## src/rtl/ptw_mem_bridge.sv

```systemverilog
// Bridges two page-table-walker read ports (I-MMU, D-MMU) onto a single Wishbone
// read master: round-robin grant, one outstanding read, error/timeout folded into zero data.
module ptw_mem_bridge #(
  parameter int unsigned TIMEOUT_CYCLES = 255
) (
  input  logic        clk,
  input  logic        rst,

  input  logic        ptw0_req,
  input  logic [31:0] ptw0_addr,
  output logic [31:0] ptw0_data,
  output logic        ptw0_ack,

  input  logic        ptw1_req,
  input  logic [31:0] ptw1_addr,
  output logic [31:0] ptw1_data,
  output logic        ptw1_ack,

  output logic        wb_cyc_o,
  output logic        wb_stb_o,
  output logic        wb_we_o,
  output logic [3:0]  wb_sel_o,
  output logic [31:0] wb_adr_o,
  input  logic [31:0] wb_dat_i,
  input  logic        wb_ack_i,
  input  logic        wb_err_i,

  output logic        bus_fault_o
);

  localparam int unsigned ADDR_W = 32;
  localparam int unsigned DATA_W = 32;
  localparam int unsigned SEL_W  = 4;
  localparam int unsigned CNT_W  = $clog2(TIMEOUT_CYCLES + 1);

  typedef enum logic [1:0] {
    S_IDLE = 2'd0,
    S_BUS  = 2'd1,
    S_RESP = 2'd2
  } state_t;

  state_t              r_state;
  logic                r_grant;
  logic                r_last_grant;
  logic [CNT_W-1:0]    r_cnt;
  logic [ADDR_W-1:0]   r_adr;
  logic                r_cyc;
  logic                r_stb;
  logic                r_ack0;
  logic                r_ack1;
  logic [DATA_W-1:0]   r_data0;
  logic [DATA_W-1:0]   r_data1;
  logic                r_fault;

  logic                w_any_req;
  logic                w_grant_sel;
  logic [ADDR_W-1:0]   w_req_addr;
  logic [CNT_W-1:0]    w_cnt_inc;
  logic                w_timeout;
  logic                w_bus_done;
  logic                w_bus_fail;
  logic                w_granted_req;
  logic [DATA_W-1:0]   w_rd_data;

  // Arbitration and bus-completion decode
  always_comb begin
    w_any_req     = ptw0_req | ptw1_req;
    w_grant_sel   = (ptw0_req & ptw1_req) ? ~r_last_grant : ptw1_req;
    w_req_addr    = w_grant_sel ? ptw1_addr : ptw0_addr;
    w_cnt_inc     = r_cnt + CNT_W'(1);
    w_timeout     = (w_cnt_inc == CNT_W'(TIMEOUT_CYCLES));
    w_bus_done    = wb_err_i | wb_ack_i | w_timeout;
    w_bus_fail    = wb_err_i | ~wb_ack_i;
    w_granted_req = r_grant ? ptw1_req : ptw0_req;
    w_rd_data     = (wb_ack_i & ~wb_err_i) ? wb_dat_i : DATA_W'(0);
  end

  // Walk-read FSM; acks and data are one-cycle registered pulses
  always_ff @(posedge clk) begin
    if (rst) begin
      r_state      <= S_IDLE;
      r_grant      <= 1'b0;
      r_last_grant <= 1'b1;
      r_cnt        <= CNT_W'(0);
      r_adr        <= ADDR_W'(0);
      r_cyc        <= 1'b0;
      r_stb        <= 1'b0;
      r_ack0       <= 1'b0;
      r_ack1       <= 1'b0;
      r_data0      <= DATA_W'(0);
      r_data1      <= DATA_W'(0);
      r_fault      <= 1'b0;
    end else begin
      r_ack0  <= 1'b0;
      r_ack1  <= 1'b0;
      r_data0 <= DATA_W'(0);
      r_data1 <= DATA_W'(0);
      r_fault <= 1'b0;
      case (r_state)
        S_IDLE: begin
          if (w_any_req) begin
            r_grant      <= w_grant_sel;
            r_last_grant <= w_grant_sel;
            r_adr        <= w_req_addr & ~ADDR_W'(3);
            r_cyc        <= 1'b1;
            r_stb        <= 1'b1;
            r_cnt        <= CNT_W'(0);
            r_state      <= S_BUS;
          end
        end
        S_BUS: begin
          if (w_bus_done) begin
            r_cyc   <= 1'b0;
            r_stb   <= 1'b0;
            r_fault <= w_bus_fail;
            r_state <= S_RESP;
            // A requester that withdrew (flush) gets nothing back
            if (w_granted_req) begin
              if (r_grant) begin
                r_ack1  <= 1'b1;
                r_data1 <= w_rd_data;
              end else begin
                r_ack0  <= 1'b1;
                r_data0 <= w_rd_data;
              end
            end
          end else begin
            r_cnt <= w_cnt_inc;
          end
        end
        S_RESP: begin
          r_state <= S_IDLE;
        end
        default: begin
          r_state <= S_IDLE;
        end
      endcase
    end
  end

  assign ptw0_ack    = r_ack0;
  assign ptw0_data   = r_data0;
  assign ptw1_ack    = r_ack1;
  assign ptw1_data   = r_data1;
  assign wb_cyc_o    = r_cyc;
  assign wb_stb_o    = r_stb;
  assign wb_we_o     = 1'b0;
  assign wb_sel_o    = {SEL_W{1'b1}};
  assign wb_adr_o    = r_adr;
  assign bus_fault_o = r_fault;

endmodule
```

## config.mk

```make
export PLATFORM = sky130hd
export DESIGN_NAME = ptw_mem_bridge
export DESIGN_NICKNAME = d
export VERILOG_FILES = /design/src/rtl/ptw_mem_bridge.sv
export SDC_FILE = /design/constraint.sdc
export NUM_CORES = 1
export LEC_CHECK = 0
export CAP_MARGIN = 20
export CORE_AREA = 3 3 99 101
export CTS_BUF_LIST = sky130_fd_sc_hd__clkbuf_2 sky130_fd_sc_hd__clkbuf_4 sky130_fd_sc_hd__clkbuf_8
export DETAILED_ROUTE_END_ITERATION = 8
export DIE_AREA = 0 0 102 104
export PLACE_DENSITY = 0.91
export SETUP_SLACK_MARGIN = 0.2
export SLEW_MARGIN = 10
export SYNTH_ARGS = -nofsm -noshare
export SYNTH_HDL_FRONTEND = slang
export SYNTH_SLANG_ARGS = --single-unit
```

## constraint.sdc

```tcl
create_clock -name clk -period 5.81 [get_ports clk]
set_input_delay 1.4525 -clock clk [delete_from_list [all_inputs] [get_ports clk]]
set_output_delay 1.4525 -clock clk [all_outputs]
set_load 0.05 [all_outputs]
```

Yosys cells after proc, flatten, opt, wreduce, memory -nomap -nowiden
Index checks and enable logic that the tools add are counted.
{"block": "word_totals", "reg_bits": 110, "in_bits": 102, "out_inout_bits": 106, "elab_cells": 55}
{"block": "op_classes", "add_sub_neg": 1, "n_eq_ne": 5, "n_mux": 15, "n_bitwise": 13, "reduce_logical": 10}
{"operator": "2-to-1 mux 32 bit", "count": 2}
{"operator": "2-to-1 mux 8 bit", "count": 2}
{"operator": "one-hot mux 8 bit (2 select lines)", "count": 1}
{"operator": "OR reduction 5 bit", "count": 2}
{"operator": "adder 8 x 1 -> 8 bit (second input constant)", "count": 1}
{"operator": "equality test 8 bit (second input constant)", "count": 1}
{"operator": "NOT 1 bit", "count": 7}
{"operator": "2-to-1 mux 1 bit", "count": 6}
{"operator": "!= test 2 bit (second input constant)", "count": 3}
{"operator": "AND reduction 3 bit", "count": 2}
{"operator": "2-to-1 mux 2 bit", "count": 2}
{"operator": "bitwise OR 1 bit", "count": 4}
{"operator": "one-hot mux 2 bit (2 select lines)", "count": 1}
{"operator": "AND reduction 2 bit", "count": 2}
{"operator": "OR reduction 4 bit", "count": 1}
{"operator": "OR reduction 3 bit", "count": 1}
{"operator": "AND 1 bit", "count": 2}
{"operator": "equality test 2 x 1 -> 1 bit (second input constant)", "count": 1}
{"operator": "logical NOT 2 bit", "count": 1}
{"operator": "one-hot mux 1 bit (2 select lines)", "count": 1}
{"operator": "nonzero test 2 bit", "count": 1}

Logic depth before layout (Yosys ltp)
Gate-level depths: netlist of run 1.
{"block": "logic_depth", "depth_word": 5, "depth_mapped": 8, "depth_no_buf": 7}

Worst setup path before layout of run 1
Ideal clock, no wire load.
{"block": "synth_timing", "kind": "in2reg", "start": "input port wb_err_i", "end": "register r_cnt[6]", "setup_ps": 132, "arrival_time_ps": 2575, "required_ps": 5678, "setup_slack_ps": 3102, "stages": 7, "n_path_buf": 1, "cell_sequence": "nor2_1 > o41ai_1 > a31o_1 > a31o_1 > buf_2 > o311ai_1 > a21oi_1"}
{"block": "synth_between", "elab_chain_len": 4}
{"item": "start, declared", "line": "26", "rtl": "input logic wb_err_i,"}
{"item": "bitwise OR 1 bit (2 in series)", "line": "72", "rtl": "w_bus_done = wb_err_i | wb_ack_i | w_timeout;"}
{"item": "!= test 2 bit (no line)"}
{"item": "AND reduction 3 bit (no line)"}
{"item": "end signal, assigned", "line": "128", "rtl": "r_cnt <= w_cnt_inc;"}
{"item": "end, declared", "line": "45", "rtl": "logic [CNT_W-1:0] r_cnt;"}
Every way passes these cells.
A chain may end at the register's enable or synchronous reset.

Worst setup path in the final report of run 1
{"block": "layout_timing", "start": "input port wb_ack_i", "end": "register r_cnt[6]"}
{"block": "layout_between", "elab_chain_len": 4}
{"item": "start, declared", "line": "25", "rtl": "input logic wb_ack_i,"}
{"item": "bitwise OR 1 bit (2 in series)", "line": "72"}
{"item": "!= test 2 bit (no line)"}
{"item": "AND reduction 3 bit (no line)"}
Every way passes these cells.

==> implementation parameters, run 1 <==
Parameter                              Value

Worst setup path
  Cell count of the worst reg-to-reg path    7
  Most frequent cell on the critical path    a31o_1
  Worst path bufs/invs    1
  Crit-path max cell delay    0.46 ns
  R2r endpoint    r_cnt[6]
  Setup slack of the worst register-to-register path    3.52 ns
  Slowest library cell on the worst path    clkdlybuf4s50_1
  Maximum net fanout on the critical path    15
  Critical Path, Cell by Cell    clkdlybuf4s50_1 -> nor2_1 -> o41ai_1 -> a31o_1 -> a31o_1 -> or4_1 -> a21oi_1
  Critical Path Source Type    input pin
  Beginning of the worst register-to-register path    r_cnt[1]
  Required time of the critical path    6.10 ns
  CP Class    input pin to flop
  Critical Path AT    3.41 ns
  Kind of end point of the critical path    flop
  Cell family with the largest share of critical-path delay    compound AO/OA/AOI/OAI gates

Global route
  GRT Max-Usage Layer    met2
  Met2 usage    33.1%
  Met3 routing resource usage after global routing    6.37%
  Global router's overall resource usage    18.5%
  Met1 demand-to-capacity share in global routing    20.0%
  GRT overflow    0
  Maximum number of pins on one net before global-route repair    64
  Global-route wire length before repair    15500 um
  Number of antenna violations at the first check in global routing    0
  Via count of the first global-routing pass    3196

Floorplanning
  Floorplan row count    35
  Initial Util    42.5%
  Area inside the core boundary    9110 um2
  # IOs    208
  Die Y-Extent    104 um
  Overall die width    102 um
  DIE AREA    10600 um2

Routing
  Antenna viol nets, final    0
  Residual DRC    0
  Detailed Route Iter0 Violations    95
  Routed len/inst    14.8 um
  Detailed Routing Iterations Pass 1    4
  Total via count in the routed design    3289
  Total wire length    10000 um
  Vias/cell    4.87

Clock network
  Cells resized by post-CTS repair    0
  Clock net sink count    110
  Clock edge transition at the registers on the reported setup and hold paths    0.11 ns
  CTS tree    done
  Number of hold buffers added after cts    0
  Post-CTS repair timing setup buffer count    0
  Max Root-Sink Buffers    2
  Number of buffers inserted during clock tree synthesis    9
  CTS root buf    clkbuf_8
  Latest clock arrival within the worst-skew pair    0.37 ns
  Number of H-tree levels    3

Power and ir drop
  Net switching power    0.496 mW
  Cell Int Power    1.10 mW
  Final Total Pwr    1.60 mW
  Areal power density over the cells    262 nW/um2
  Peak supply drop    158 uV
  Static Leakage    2.34 nW
  Portion of total power attributed to combinational logic    21.6%
  Switching part of the total power    31.1%
  Clock share of power    28.1%
  Fraction of power consumed by sequential logic    50.3%

Timing
  RSZ-0062 raised after global routing    false
  Max-slew violations    0
  Post-route worst hold slack    0.496 ns
  Final Hold Violating Endpoints    0
  Headroom to the max-slew limit    43.3%
  Minimum setup slack in the final design    2.69 ns
  Maximum clock frequency    0.321 GHz
  Fin Setup TNS    0 ns
  Share of the cycle needed by the critical path after routing    53.6%
  Clock tree skew after final layout    0.0207 ns
  Measured slew at the worst slew-check pin    0.851 ns
  Setup-violating endpoint count in the final report    0
  Final critical path time including I/O delays and setup    3.12 ns

Finish
  Fin nets    663
  Ratio of cells with drive above 1 in the final layout    4.79%
  Area added between synthesis and finish    57.3%
  Final cell count without fillers    675
  Number of fill cells    690
  # diodes    0

Logic synthesis
  Synth Cell Area    3870 um2
  Post-synthesis cell type count    39
  Syn Inst Count    374
  Top_reg_cell synth    dfxtp_1
  Number of synthesis warnings    0
  Post-synthesis sequential area ratio    56.9%
  Number of enable flip-flop cells after synthesis    0
  Fraction of registers with async set/reset    0%
  Synth Register Bits    110
  Post-Synthesis Mean Instance Area    10.3 um2

Placement
  DP HPWL    7560 um
  Global placer's final weighted congestion    0.759
  Placed instance count    658
  Count of buffers inserted at the top-level ports    196
  Worst-case setup slack after placement    2.30 ns

Status
  Status    completed

Hold path
  Hold Crit Endpoint    ptw1_ack
  Min-Delay Startpoint    r_grant
  Number of cells on the worst hold path    2
  Hold/Removal Path Class    flop to flop

Run
  Max-cap violation count    0
power groups by stage:
stage / combinational [mW] / clock [mW] / sequential (mW)
2_1_floorplan: 0.104 / 0 / 0.917
3_3_place_gp: 0.338 / 0 / 0.818
3_5_place_dp: 0.344 / 0 / 0.820
4_1_cts: 0.345 / 0.459 / 0.803
5_1_grt: 0.367 / 0.487 / 0.807
6_report: 0.345 / 0.448 / 0.803
per-stage QoR:
step / cell area, um2 / util (%)
global placement: 5870 / 64.4
finish: 6080 / 66.8
global route: 6080 / 66.8
detailed placement: 5870 / 64.4
CTS: 6060 / 66.6
floorplan: 3890 / -
registers in the layout, summed over array words and instances (netlist names):
signal	cells
r_grant	1
ptw0_data	32
ptw1_ack	1
ptw0_ack	1
r_cnt	8
r_state	2
wb_adr_o	30
wb_stb_o	1
ptw1_data	32
r_last_grant	1
bus_fault_o	1
metal layers:
layer	part of all wire (%)	wire, um
met4	1.3	128
met2	51	5080
met1	38	3780
met5	0.060	6
met3	10	1000
final cells by class:
| cell class | count | area (um2) | share of cell area, % |
|---|---|---|---|
| Multi-Input combinational cell | 233 | 1530 | 25.1 |
| Clock inverter | 7 | 75.1 | 1.23 |
| Tap cell | 111 | 139 | 2.28 |
| Timing Repair Buffer | 200 | 2000 | 32.9 |
| Inverter | 5 | 18.8 | 0.308 |
| Sequential cell | 110 | 2200 | 36.2 |
| Clock buffer | 9 | 124 | 2.04 |
cells by family after synthesis:
group | after synthesis | share of synthesized area (%)
AND/OR/NAND/NOR | 136 | 19.1
buffers and inverters | 36 | 4.43
flip-flops | 110 | 56.9
other | 2 | 0.194
adder cells (fa/ha/maj) | 2 | 0.647
XOR/XNOR | 3 | 0.679
AO/OA/AOI/OAI | 54 | 9.96
multiplexers | 31 | 8.05
placed cells by master (no fill, tap or decap), drive strengths merged, types with 3 or more instances in the layout:
| cell type | count |
|---|---|
| mux2i | 30 |
| o211ai | 3 |
| nand2b | 3 |
| a211oi | 30 |
| nand3 | 8 |
| clkdlybuf4s50 | 195 |
| and2 | 64 |
| inv | 9 |
| buf | 5 |
| clkinv | 3 |
| conb | 7 |
| or3 | 4 |
| nand2 | 4 |
| nor2 | 42 |
| clkbuf | 9 |
| a21oi | 8 |
| dfxtp | 110 |
synthesized netlist by cell type (all sizes together), types with 2 or more instances:
master  count  area (um2)
xor2        2        17.5
and2       64         400
nand2b      3        18.8
nor2       42         158
nand2       4        15.0
clkbuf     18        67.6
o41ai       2        17.5
o21ai       2        10.0
and3        2        17.5
or3         4        25.0
nor3b       2        15.0
nor3        2        10.0
nand4       2        12.5
o211ai      3        22.5
nand3       8        45.0
ha          2        25.0
buf        13        85.1
inv         5        18.8
a21oi       8        40.0
a31o        2        17.5
conb        2        7.51
dfxtp     110        2200
a22oi       2        15.0
mux2i      30         300
a211oi     30         225
worst reg2reg max path, cell delays in order (launching register included):
cell and delay, ns:
dfxtp_1 0.50, ha_1 0.26, nand4_1 0.13, xnor2_1 0.15
a31o_1 0.22, a31o_1 0.36, or4_1 0.46, a21oi_1 0.16
worst max path at each step:
stage              from       end  slack (ns)  cells past startpoint
6_report       wb_ack_i  r_cnt[6]        2.69                      7
5_1_grt        wb_ack_i  r_cnt[6]        2.62                      7
3_3_place_gp   ptw0_req  r_cnt[4]        2.36                      4
2_1_floorplan  wb_err_i  r_cnt[6]        3.10                      7
4_1_cts        ptw0_req  r_cnt[4]        2.70                      4
3_5_place_dp   ptw0_req  r_cnt[4]        2.30                      4
Note: power is estimated with default switching activity, not from simulation.
==> inputs of run 2 (changes only) <==
--- a/config.mk
+++ b/config.mk
@@ -6,11 +6,11 @@
 export NUM_CORES = 1
 export LEC_CHECK = 0
 export CAP_MARGIN = 20
-export CORE_AREA = 3 3 99 101
+export CORE_AREA = 3 3 108 110
 export CTS_BUF_LIST = sky130_fd_sc_hd__clkbuf_2 sky130_fd_sc_hd__clkbuf_4 sky130_fd_sc_hd__clkbuf_8
 export DETAILED_ROUTE_END_ITERATION = 8
-export DIE_AREA = 0 0 102 104
-export PLACE_DENSITY = 0.91
+export DIE_AREA = 0 0 111 113
+export PLACE_DENSITY = 0.82
 export SETUP_SLACK_MARGIN = 0.2
 export SLEW_MARGIN = 10
 export SYNTH_ARGS = -nofsm -noshare
==> constraint.sdc (replaced) <==
create_clock -name clk -period 2.6 [get_ports clk]
set_input_delay 0.65 -clock clk [delete_from_list [all_inputs] [get_ports clk]]
set_output_delay 0.65 -clock clk [all_outputs]
set_load 0.05 [all_outputs]
==> run 2 against run 1 <==
  * Global-route usage decreased by 2.6 points
  * Register-to-register slack worse by 3.2 ns
  * Clock power grew 140%
  * Clock skew down 0.0079 ns
  * Wire length grew 0.77%
  * Total power rose by 130%
  * Via count down 0.88%
  * Worst setup slack worse by 2.3 ns
==> implementation parameters, run 2 (synthesized netlist as in run 1, its figures left out) <==
Parameter                              Value

Routing
  Routed len/inst    14.2 um
  Detailed Routing Iterations Pass 1    4
  Total via count in the routed design    3260
  Residual DRC    0
  Antenna viol nets, final    0
  Total wire length    10100 um
  Detailed Route Iter0 Violations    130
  Vias/cell    4.59

Hold path
  Hold/Removal Path Class    flop to flop
  Number of cells on the worst hold path    2

Timing
  RSZ-0062 raised after global routing    false
  Measured slew at the worst slew-check pin    0.676 ns
  Max-slew violations    0
  Final Hold Violating Endpoints    0
  Headroom to the max-slew limit    54.6%
  Final critical path time including I/O delays and setup    2.25 ns
  Share of the cycle needed by the critical path after routing    86.4%
  Clock tree skew after final layout    0.0128 ns
  Setup-violating endpoint count in the final report    0
  Maximum clock frequency    0.445 GHz

Placement
  DP HPWL    7870 um
  Global placer's final weighted congestion    0.789
  Count of buffers inserted at the top-level ports    196
  Instance area at placement    5980 um2
  Placed instance count    694

Worst setup path
  Kind of end point of the critical path    flop
  Cell count of the worst reg-to-reg path    7
  Critical Path, Cell by Cell    clkdlybuf4s50_1 -> nor2_1 -> o41ai_1 -> a31o_1 -> a31o_1 -> or4_1 -> a21oi_1
  Critical Path AT    2.55 ns
  Required time of the critical path    2.90 ns
  Most frequent cell on the critical path    a31o_1
  Critical Path Source Type    input pin
  Crit-path max cell delay    0.44 ns
  CP Class    input pin to flop
  Slowest library cell on the worst path    clkdlybuf4s50_1
  Maximum net fanout on the critical path    10

Global route
  Via count of the first global-routing pass    3286
  Global-route wire length before repair    15900 um
  Global router's overall resource usage    15.8%
  Maximum number of pins on one net before global-route repair    46
  Number of antenna violations at the first check in global routing    0
  GRT overflow    0

Status
  Status    completed

Finish
  Area added between synthesis and finish    60.2%
  # diodes    0
  Leading cell type in the layout, fill and taps excluded    clkdlybuf4s50_1
  Fin nets    669
  Commonest cells after routing, fill and taps aside    195 x clkdlybuf4s50_1, 110 x dfxtp_1, 64 x and2_1
  Final Cell Area    6200 um2
  Ratio of cells with drive above 1 in the final layout    6.14%
  Final cell count without fillers    710

Floorplanning
  Floorplan row count    38
  DIE AREA    12500 um2
  Initial Util    35.8%
  Die Y-Extent    113 um
  Area inside the core boundary    10800 um2
  Overall die width    111 um
  # IOs    208

Power and ir drop
  Peak supply drop    274 uV
  Areal power density over the cells    591 nW/um2
  Static Leakage    2.37 nW

Clock network
  Clock edge transition at the registers on the reported setup and hold paths    0.11 ns
  Latest clock arrival within the worst-skew pair    0.37 ns
  Clock net sink count    110
  Max Root-Sink Buffers    2
  Number of H-tree levels    3
  Number of hold buffers added after cts    0
  CTS tree    done
  Cells resized by post-CTS repair    0
  Post-CTS repair timing setup buffer count    0
  Number of buffers inserted during clock tree synthesis    9
  CTS root buf    clkbuf_8

Run
  Max-cap violation count    0
## run 2: changes by cell type in the layout (fill, tap and decap cells not counted)
cell        change
bufinv_16       +1
buf_4           +5
clkinv_2        -1
clkinv_8        -2
nor2_2          +2
nor2_1          -2
buf_12          +1
clkbuf_8        +1
clkinvlp_4      +1
## run 2: power breakdown
| group | internal (mW) | total, mW | switching (mW) |
|---|---|---|---|
| Combinational | 0.335 | 0.789 | 0.454 |
| Clock | 0.489 | 1.08 | 0.592 |
| Sequential | 1.75 | 1.79 | 0.0384 |
| Total | 2.58 | 3.66 | 1.08 |
## run 2: worst paths after layout
check          startpoint      endpoint  slack (ns)
max              wb_err_i      r_cnt[6]        0.35
min reg2reg  wb_adr_o[30]  wb_adr_o[30]        0.51
min          wb_adr_o[30]  wb_adr_o[30]        0.51
max reg2reg      r_cnt[1]      r_cnt[6]        0.36
## run 2: area by class of cell
type | count | area, um2
clock buffer | 10 | 138
timing repair buffer | 206 | 2060
clock inverter | 6 | 75.1
sequential | 110 | 2200
multi-input combinational | 233 | 1530
fill | 900 | 4600
tap | 140 | 175
inverter | 5 | 18.8
## run 2: through the flow
step | total power, mW | utilization (%) | setup TNS (ns) | hold WS [ns] | setup WS (ns)
5_1_grt | 3.82 | 57.4 | 0 | 0.525 | 0.239
3_5_place_dp | 2.63 | 55.4 | -0.0176 | 0.494 | -0.0176
4_1_cts | 3.71 | 57.4 | 0 | 0.508 | 0.352
3_3_place_gp | 2.61 | 55.4 | 0 | 0.485 | 0.0672
2_1_floorplan | 2.28 | - | 0 | 0.448 | 0.688
6_report | 3.66 | 57.4 | 0 | 0.506 | 0.354
## run 2: layer usage
layer / GRT usage (%) / part of all wire (%) / vias up / routed length (um)
met5: 0 / 0 / - / 0
met4: 7.31 / 2.6 / 0 / 259
met3: 5.45 / 10 / 15 / 1000
met2: 28.2 / 48 / 158 / 4850
met1: 17.0 / 39 / 1448 / 3960
li1: - / - / 1639 / -
## run 2: worst max-delay path, delay by kind of cell
kind | cells | cell delay [ns]
AO/OA/AOI/OAI | 4 | 0.81
buffers and inverters | 1 | 0.44
AND/OR/NAND/NOR | 2 | 0.64
